### src/rtl/apb_req_arbiter.sv
// Two-requester APB master: round-robin arbitration, SETUP/ACCESS sequencing,
// bounded wait on pready, per-requester completion reporting.
module apb_req_arbiter #(
  parameter int ADDR_W  = 32,
  parameter int DATA_W  = 32,
  parameter int TIMEOUT = 16
) (
  input  logic              pclk,
  input  logic              prst,
  input  logic              req0_valid,
  input  logic              req0_write,
  input  logic [ADDR_W-1:0] req0_addr,
  input  logic [DATA_W-1:0] req0_wdata,
  output logic              req0_ready,
  output logic              req0_done,
  output logic [DATA_W-1:0] req0_rdata,
  output logic              req0_err,
  input  logic              req1_valid,
  input  logic              req1_write,
  input  logic [ADDR_W-1:0] req1_addr,
  input  logic [DATA_W-1:0] req1_wdata,
  output logic              req1_ready,
  output logic              req1_done,
  output logic [DATA_W-1:0] req1_rdata,
  output logic              req1_err,
  output logic              psel,
  output logic              penable,
  output logic              pwrite,
  output logic [ADDR_W-1:0] paddr,
  output logic [DATA_W-1:0] pwdata,
  input  logic [DATA_W-1:0] prdata,
  input  logic              pready,
  input  logic              pslverr
);

  typedef enum logic [1:0] {
    IDLE   = 2'd0,
    SETUP  = 2'd1,
    ACCESS = 2'd2
  } state_t;

  localparam int CW = (TIMEOUT > 0) ? $clog2(TIMEOUT + 1) : 1;
  localparam logic [CW-1:0] CNT_LAST = CW'((TIMEOUT > 0) ? (TIMEOUT - 1) : 0);
  localparam logic [CW-1:0] CNT_SAT  = {CW{1'b1}};

  state_t              state_r;
  state_t              state_s;
  logic                last_r;      // 1: req1 was granted last, so req0 wins a tie
  logic                grant_s;
  logic                any_s;
  logic                gidx_r;
  logic [CW-1:0]       cnt_r;
  logic                complete_s;
  logic                cerr_s;
  logic [DATA_W-1:0]   crdata_s;
  logic                psel_r;
  logic                penable_r;
  logic                pwrite_r;
  logic [ADDR_W-1:0]   paddr_r;
  logic [DATA_W-1:0]   pwdata_r;
  logic                done0_r;
  logic                done1_r;
  logic [DATA_W-1:0]   rdata0_r;
  logic [DATA_W-1:0]   rdata1_r;
  logic                err0_r;
  logic                err1_r;

  // Round-robin grant selection and combinational accept
  always_comb begin
    any_s   = req0_valid | req1_valid;
    grant_s = 1'b0;
    if (req0_valid && req1_valid) begin
      grant_s = ~last_r;
    end else if (req1_valid) begin
      grant_s = 1'b1;
    end else begin
      grant_s = 1'b0;
    end
    req0_ready = (state_r == IDLE) & req0_valid & ~grant_s;
    req1_ready = (state_r == IDLE) & req1_valid & grant_s;
  end

  // Next-state and completion decode
  always_comb begin
    state_s    = state_r;
    complete_s = 1'b0;
    cerr_s     = 1'b0;
    crdata_s   = {DATA_W{1'b0}};
    case (state_r)
      IDLE: begin
        if (any_s) begin
          state_s = SETUP;
        end else begin
          state_s = IDLE;
        end
      end
      SETUP: begin
        state_s = ACCESS;
      end
      ACCESS: begin
        if (pready) begin
          state_s    = IDLE;
          complete_s = 1'b1;
          cerr_s     = pslverr;
          if (pwrite_r) begin
            crdata_s = {DATA_W{1'b0}};
          end else begin
            crdata_s = prdata;
          end
        end else if ((TIMEOUT != 0) && (cnt_r == CNT_LAST)) begin
          state_s    = IDLE;
          complete_s = 1'b1;
          cerr_s     = 1'b1;
        end else begin
          state_s = ACCESS;
        end
      end
      default: begin
        state_s = IDLE;
      end
    endcase
  end

  // FSM state, arbitration pointer and ACCESS wait counter
  always_ff @(posedge pclk or negedge prst) begin
    if (!prst) begin
      state_r <= IDLE;
      last_r  <= 1'b1;
      gidx_r  <= 1'b0;
      cnt_r   <= {CW{1'b0}};
    end else begin
      state_r <= state_s;
      if ((state_r == IDLE) && any_s) begin
        last_r <= grant_s;
        gidx_r <= grant_s;
      end else begin
        last_r <= last_r;
        gidx_r <= gidx_r;
      end
      if ((state_r == ACCESS) && (state_s == ACCESS)) begin
        if (cnt_r != CNT_SAT) begin
          cnt_r <= cnt_r + {{(CW-1){1'b0}}, 1'b1};
        end else begin
          cnt_r <= cnt_r;
        end
      end else begin
        cnt_r <= {CW{1'b0}};
      end
    end
  end

  // APB bus drivers; address/data/direction hold their last values while idle
  always_ff @(posedge pclk or negedge prst) begin
    if (!prst) begin
      psel_r    <= 1'b0;
      penable_r <= 1'b0;
      pwrite_r  <= 1'b0;
      paddr_r   <= {ADDR_W{1'b0}};
      pwdata_r  <= {DATA_W{1'b0}};
    end else begin
      psel_r    <= (state_s != IDLE);
      penable_r <= (state_s == ACCESS);
      if ((state_r == IDLE) && any_s) begin
        if (grant_s) begin
          pwrite_r <= req1_write;
          paddr_r  <= req1_addr;
          pwdata_r <= req1_wdata;
        end else begin
          pwrite_r <= req0_write;
          paddr_r  <= req0_addr;
          pwdata_r <= req0_wdata;
        end
      end else begin
        pwrite_r <= pwrite_r;
        paddr_r  <= paddr_r;
        pwdata_r <= pwdata_r;
      end
    end
  end

  // Per-requester completion pulse with held read data and error
  always_ff @(posedge pclk or negedge prst) begin
    if (!prst) begin
      done0_r  <= 1'b0;
      done1_r  <= 1'b0;
      rdata0_r <= {DATA_W{1'b0}};
      rdata1_r <= {DATA_W{1'b0}};
      err0_r   <= 1'b0;
      err1_r   <= 1'b0;
    end else begin
      done0_r <= complete_s & ~gidx_r;
      done1_r <= complete_s & gidx_r;
      if (complete_s && !gidx_r) begin
        rdata0_r <= crdata_s;
        err0_r   <= cerr_s;
      end else begin
        rdata0_r <= rdata0_r;
        err0_r   <= err0_r;
      end
      if (complete_s && gidx_r) begin
        rdata1_r <= crdata_s;
        err1_r   <= cerr_s;
      end else begin
        rdata1_r <= rdata1_r;
        err1_r   <= err1_r;
      end
    end
  end

  assign psel       = psel_r;
  assign penable    = penable_r;
  assign pwrite     = pwrite_r;
  assign paddr      = paddr_r;
  assign pwdata     = pwdata_r;
  assign req0_done  = done0_r;
  assign req1_done  = done1_r;
  assign req0_rdata = rdata0_r;
  assign req1_rdata = rdata1_r;
  assign req0_err   = err0_r;
  assign req1_err   = err1_r;

endmodule

### config.mk
export PLATFORM = sky130hd
export DESIGN_NAME = apb_req_arbiter
export DESIGN_NICKNAME = d
export VERILOG_FILES = /design/src/rtl/apb_req_arbiter.sv
export SDC_FILE = /design/constraint.sdc
export NUM_CORES = 1
export LEC_CHECK = 0
export ABC_AREA = 0
export BUFFER_PORTS_ARGS = -buffer_cell sky130_fd_sc_hd__buf_2
export CAP_MARGIN = 10
export CORE_AREA = 2 2 122 124
export DETAILED_ROUTE_END_ITERATION = 16
export DIE_AREA = 0 0 124 126
export GPL_TIMING_DRIVEN = 0
export PLACE_DENSITY = 0.92
export SLEW_MARGIN = 30
export SYNTH_ARGS = -nofsm -noshare
export SYNTH_HDL_FRONTEND = slang
export SYNTH_SLANG_ARGS = --single-unit
### constraint.sdc
create_clock -name pclk -period 2.5 [get_ports pclk]
set_clock_uncertainty 0.15 [all_clocks]
set_input_delay 0.25 -clock pclk [delete_from_list [all_inputs] [get_ports pclk]]
set_output_delay 0.25 -clock pclk [all_outputs]
set_load 0.01 [all_outputs]
==> results.txt, run 1 <==
r2r setup slk -> 150 ps
hold depth -> 3
Peak VDD IR -> 0.622 mV
number of global-route vias before repair -> 4880
Final Hold Viols -> 0
Filler cells -> 1060
final instance area -> 9070 um2
CTS H-tree depth -> 4
worst slew pin tran -> 513 ps
R2R Path End -> req0_rdata[8]
Worst-path clk slew -> 60 ps
Yosys top cell area share -> 53.9%
top sig layer -> met4
clk_lat worst skew -> 410 ps
Std-Cell Rows -> 44
PD cells -> 1130 nW/um2
share of cells above drive strength 1 -> 70.1%
Period minus WS final -> 2350 ps
slowest library cell on the worst path -> dfrtp_1
DRT met1 WL -> 6530 um
DP Area -> 8430 um2
number of max-cap violations -> 0
Die Width -> 124 um
I/O Buffers -> 304
DP HPWL -> 12600 um
sequential area share after synthesis -> 54.3%
Worst setup EP type -> flip-flop
# setup viols final -> 0
routed wl met3 -> 1380 um
most common cell after layout, fill and taps aside -> buf_2
Final #Nets -> 935
Syn Inst Count -> 435
Pins Over Slew Limit -> 0
leading area contributor after synthesis -> dfrtp_1
final period utilization -> 94.1%
cts bufs inserted -> 17
Worst Hold End -> psel
core area -> 14300 um2
Switching Fraction -> 32.8%
CTS root buffer -> clkbuf_16
hold crit path type -> in2reg
Post-synth EDFFs -> 0
crit-path max cell delay -> 410 ps
most frequent cells in the layout -> 313 x buf_2, 143 x dfrtp_1, 131 x mux2_2, 48 x mux2_4, 32 x and2_1
via count -> 4723
Internal -> 6.90 mW
largest net degree at the start of global routing -> 79
Seq cells post-synth -> 144
initial antenna violation count -> 0
Reg2Reg Depth -> 8
Psw -> 3.37 mW
CP cell instances -> ha_1, and3_1, ha_1, nor2_1, nor4b_4, buf_4, buf_2, mux2_1
Gate power share -> 38.4%
Die Ht -> 126 um
Syn Nets -> 606
Netlist Area Pre-Place -> 6640 um2
io pins -> 305
Slew Limit Headroom -> 65.8%
GRT Residual Overflow -> 0
crit path DAT -> 2490 ps
min-delay src -> req1_valid
clock network power share -> 24.9%
worst setup path class -> reg2reg
first-pass GRT wire length -> 25200 um
RSZ-0062 raised after global routing -> no
post_cts resized -> 0
top_reg_cell synth -> dfrtp_1
CTS tree -> built
post-layout util -> 63.4%
yosys warns -> 0
All-Layer GR Usage -> 21.1%
fin cells -> 961
DRC -> 0
main area contributors after synthesis -> dfrtp_1 54%, mux2_2 22%, mux2_4 11%
syn_area_per_cell -> 15.3 um2
Max Clk Rate -> 425 MHz
CP most frequent cell -> ha_1
critical path peak fanout -> 10
die area -> 15600 um2
asr flop ratio synth -> 100%
Reg-to-Reg Start -> cnt_r[0]
Critical Path Start Type -> flip-flop
# diodes -> 0
CTS sink cnt -> 144
placed cells -> 924
DR WL/cell -> 17.2 um
Post-DRT Antenna Nets -> 0
WP data required -> 2640 ps
Flop pwr share -> 36.7%
number of DRC markers in iteration 0 -> 138
router iterations before antenna repair -> 4
LEAKAGE -> 4.84 nW
Routed met2 length -> 8470 um
Routed WL -> 16600 um
Initial Utilization -> 46.4%
DR vias/cell -> 4.91
count of cell types in the netlist -> 33
outcome -> complete, no violations
CTS Buffer Depth -> 2
Layout area overhead -> 36.6%
GPL Wtd Cong -> 0.817
[Yosys cell counts, types with 2 or more instances]
| library cell | instances |
|---|---|
| clkbuf_1 | 3 |
| dfrtp_1 | 143 |
| nor2b_1 | 2 |
| mux2_1 | 17 |
| mux2_4 | 48 |
| and2_1 | 32 |
| xor2_1 | 2 |
| a21oi_1 | 2 |
| and3_1 | 2 |
| buf_4 | 5 |
| nor2_1 | 8 |
| mux2_2 | 131 |
| buf_6 | 7 |
| ha_1 | 3 |
| o21ai_0 | 2 |
| inv_1 | 2 |
| buf_2 | 10 |
[layer usage]
layer / vias up / global-route usage, %
met5: - / 0
met1: 2303 / 23.9
met2: 202 / 37.5
met4: 0 / 6.01
li1: 2202 / -
met3: 16 / 6.79
[sequential cells by signal, indices dropped and copies added (netlist names), 2 cells and up]
signal	cells
paddr	32
cnt_r	5
req0_rdata	32
req1_rdata	32
pwdata	32
state_r	2
[worst max-delay path, delay by kind of cell, from the launching register on]
| kind | cells | cell delay (ps) |
|---|---|---|
| flip-flops | 1 | 410 |
| buffers and inverters | 2 | 370 |
| AND/OR/NAND/NOR | 3 | 550 |
| adder cells (fa/ha/maj) | 2 | 390 |
| multiplexers | 1 | 340 |
[power groups by stage]
stage	clock [mW]	sequential, mW	combinational (mW)
2_1_floorplan	0	4.18	1.97
3_3_place_gp	0	3.74	3.86
3_5_place_dp	0	3.79	3.96
4_1_cts	2.62	3.77	3.99
5_1_grt	2.73	3.88	4.25
6_report	2.56	3.77	3.94
[worst max-delay path by stage]
stage | start | slack [ps] | endpoint | cells past startpoint
after floorplan | cnt_r[0] | 360 | req1_rdata[22] | 8
after global placement | prst | -950 | paddr[5] | 1
after detailed placement | cnt_r[0] | 80 | req0_rdata[8] | 7
after CTS | cnt_r[0] | 30 | req0_rdata[8] | 7
after global routing | cnt_r[0] | 10 | req0_rdata[8] | 8
final | cnt_r[0] | 150 | req0_rdata[8] | 8
[what timing repair did]
action / 4_1_cts / 5_1_grt
endpoints found under the setup margin: 0 / 29
hold endpoints to repair: 67 / 0
hold buffers: 3 / 0
setup buffers: 0 / 2
[final cells by class]
type | count | area [um2] | share of cell area [%]
Clock inverter | 15 | 174 | 1.92
Tap cell | 184 | 230 | 2.54
Multi-Input combinational cell | 263 | 2850 | 31.4
Clock buffer | 17 | 425 | 4.69
Buffer | 25 | 178 | 1.96
Timing Repair Buffer | 310 | 1600 | 17.7
Sequential cell | 144 | 3600 | 39.7
Inverter | 3 | 11.3 | 0.124
[kinds of logic after synthesis]
family                   count (synthesis)  synth area share [%]
AO/OA/AOI/OAI                            9                 0.904
flip-flops                             144                  54.3
multiplexers                           197                  36.1
XOR/XNOR                                 3                 0.396
buffers and inverters                   28                  2.84
AND/OR/NAND/NOR                         51                  4.92
adder cells (fa/ha/maj)                  3                 0.565
[metrics by stage]
stage / hold WS (ps) / TNS, ps / setup slack [ps] / total power [mW]
2_1_floorplan: -196 / 0 / 357 / 6.16
4_1_cts: 2.73 / 0 / 29.7 / 10.4
3_3_place_gp: 303 / -134150 / -947 / 7.60
3_5_place_dp: 82.9 / 0 / 76.4 / 7.75
5_1_grt: 23.5 / 0 / 12.0 / 10.9
6_report: 22.7 / 0 / 148 / 10.3
(Power assumes the default switching activity.)
==> inputs of run 2 (changes only) <==
--- a/config.mk
+++ b/config.mk
@@ -11,7 +11,6 @@
 export CORE_AREA = 2 2 122 124
 export DETAILED_ROUTE_END_ITERATION = 16
 export DIE_AREA = 0 0 124 126
-export GPL_TIMING_DRIVEN = 0
 export PLACE_DENSITY = 0.92
 export SLEW_MARGIN = 30
 export SYNTH_ARGS = -nofsm -noshare
==> results.txt, run 2 (synthesized netlist as in run 1, its figures left out) <==
outcome -> complete, no violations
die area -> 15600 um2 (unchanged)
most frequent cells in the layout -> 303 x buf_2, 143 x dfrtp_1, 131 x mux2_2, 48 x mux2_4, 32 x and2_1
DRC -> 0 (unchanged)
hold_buf cts -> 4 (+1)
Worst-path clk slew -> 60 ps (about the same)
CP cell instances -> ha_1, and3_1, ha_1, nor2_1, nor4b_4, buf_12, mux2_1
DR vias/cell -> 5.00 (+1.7%)
Switching Fraction -> 32.9% (+0.076 points)
CTS H-tree depth -> 4 (unchanged)
Tot Pwr -> 10.1 mW (-1.4%)
Worst setup EP type -> flip-flop
Final #Nets -> 919 (-1.7%)
hold crit path type -> in2reg
setup repair bufs after CTS -> 0 (unchanged)
number of global-route vias before repair -> 5044 (+3.4%)
RSZ-0062 raised after global routing -> no
CTS root buffer -> clkbuf_16
Final Hold Viols -> 0 (unchanged)
Std-Cell Rows -> 44 (unchanged)
clk_lat worst skew -> 410 ps (about the same)
PD cells -> 1120 nW/um2 (-0.89%)
CP most frequent cell -> ha_1
Pins Over Slew Limit -> 0 (unchanged)
Slew Limit Headroom -> 45.0% (-21 points)
DP HPWL -> 12200 um (-3.0%)
GPL Wtd Cong -> 0.800 (-2.1%)
first-pass GRT wire length -> 25400 um (+0.66%)
share of cells above drive strength 1 -> 69.9% (-0.23 points)
core area -> 14300 um2 (unchanged)
DR WL/cell -> 17.2 um (-0.44%)
largest net degree at the start of global routing -> 57 (-28%)
TNS Setup -> 0 ps (unchanged)
Gate power share -> 38.5% (about the same)
Critical Path Start Type -> flip-flop
Layout area overhead -> 35.9%
crit-path max cell delay -> 410 ps (about the same)
most common cell after layout, fill and taps aside -> buf_2
Max Clk Rate -> 439 MHz (+3.3%)
Initial Utilization -> 46.4% (unchanged)
Flop pwr share -> 37.5% (+0.8 points)
clock network power share -> 24.0% (-0.9 points)
I/O Buffers -> 304 (unchanged)
All-Layer GR Usage -> 21.0% (about the same)
cts bufs inserted -> 17 (unchanged)
crit path DAT -> 2410 ps (-80 ps)
Post-DRT Antenna Nets -> 0 (unchanged)
CTS sink cnt -> 144 (unchanged)
# setup viols final -> 0 (unchanged)
Die Ht -> 126 um (unchanged)
Psw -> 3.33 mW (-1.2%)
number of DRC markers in iteration 0 -> 162 (+17%)
post_cts resized -> 0 (unchanged)
GRT Residual Overflow -> 0 (unchanged)
worst setup path class -> reg2reg
number of max-cap violations -> 0 (unchanged)
Routed WL -> 16200 um (-2.1%)
worst slew pin tran -> 824 ps (+311 ps)
final period utilization -> 91.1% (-3.0 points)
router iterations before antenna repair -> 4 (unchanged)
WHS -> 43.4 ps (+20.7 ps)
CTS tree -> built
Internal -> 6.80 mW (-1.5%)
initial antenna violation count -> 0 (unchanged)
CTS Buffer Depth -> 2 (unchanged)
# diodes -> 0 (unchanged)
via count -> 4721 (-0.042%)
Peak VDD IR -> 0.613 mV (-1.3%)
Die Width -> 124 um (unchanged)
critical path peak fanout -> 34 (+24)
Period minus WS final -> 2280 ps (-75.3 ps)
LEAKAGE -> 4.79 nW (-1.2%)
WP data required -> 2630 ps (about the same)
slowest library cell on the worst path -> dfrtp_1
io pins -> 305 (unchanged)
run 2: cell types whose count changed in the layout (fill, tap and decap cells not counted), sizes merged:
| cell | change |
|---|---|
| dlygate4sd3 | +1 |
| clkinv | +1 |
| bufinv | -1 |
| buf | -14 |
| clkbuf | -3 |
run 2: through the flow:
stage	worst slack, ps	instances	util [%]	area, um2
after floorplan	357	435	-	6640
after global placement	343	909	58.8	8410
after detailed placement	261	909	58.8	8410
after CTS	224	945	63.1	9030
after global routing	148	945	63.1	9030
final	223	945	63.1	9030
run 2: power groups by stage:
| stage | registers [mW] | clock network [mW] | logic [mW] |
|---|---|---|---|
| 6_report | 3.79 | 2.43 | 3.90 |
| 5_1_grt | 3.91 | 2.60 | 4.20 |
| 4_1_cts | 3.80 | 2.48 | 3.94 |
| 3_5_place_dp | 3.81 | 0 | 3.91 |
| 3_3_place_gp | 3.78 | 0 | 3.79 |
| 2_1_floorplan | 4.18 | 0 | 1.97 |
run 2: cell type report:
cell class                 instances  area (um2)
clock inverter                    15         149
tap                              184         230
sequential                       144        3600
fill                            1085        5290
multi-input combinational        263        2870
inverter                           3        11.3
timing repair buffer             319        1740
clock buffer                      17         425
run 2: critical path: cells and delay by family (launching register included):
| family | cells | cell delay (ps) |
|---|---|---|
| buffers and inverters | 1 | 200 |
| adders and majority gates | 2 | 390 |
| and+or+nand+nor | 3 | 660 |
| muxes | 1 | 340 |
| DFF | 1 | 410 |
run 2: worst paths after layout:
path,start,end,slack [ps],depth (start not counted)
max,cnt_r[0],req0_rdata[14],220,7
min in group asynchronous,prst,req0_rdata[21],210,2
max reg2reg,cnt_r[0],req0_rdata[14],220,7
min reg2reg,req0_rdata[9],req0_rdata[9],330,1
min,req1_addr[24],paddr[24],40,3
max in group asynchronous,prst,req1_done,1270,3
run 2: layer usage:
layer	global-route usage (%)	share of wire, %	up-vias
li1	-	-	2161
met1	24.2	40	2319
met2	37.0	50	214
met3	5.62	7.8	27
met4	7.93	2.1	0
met5	0	0	-
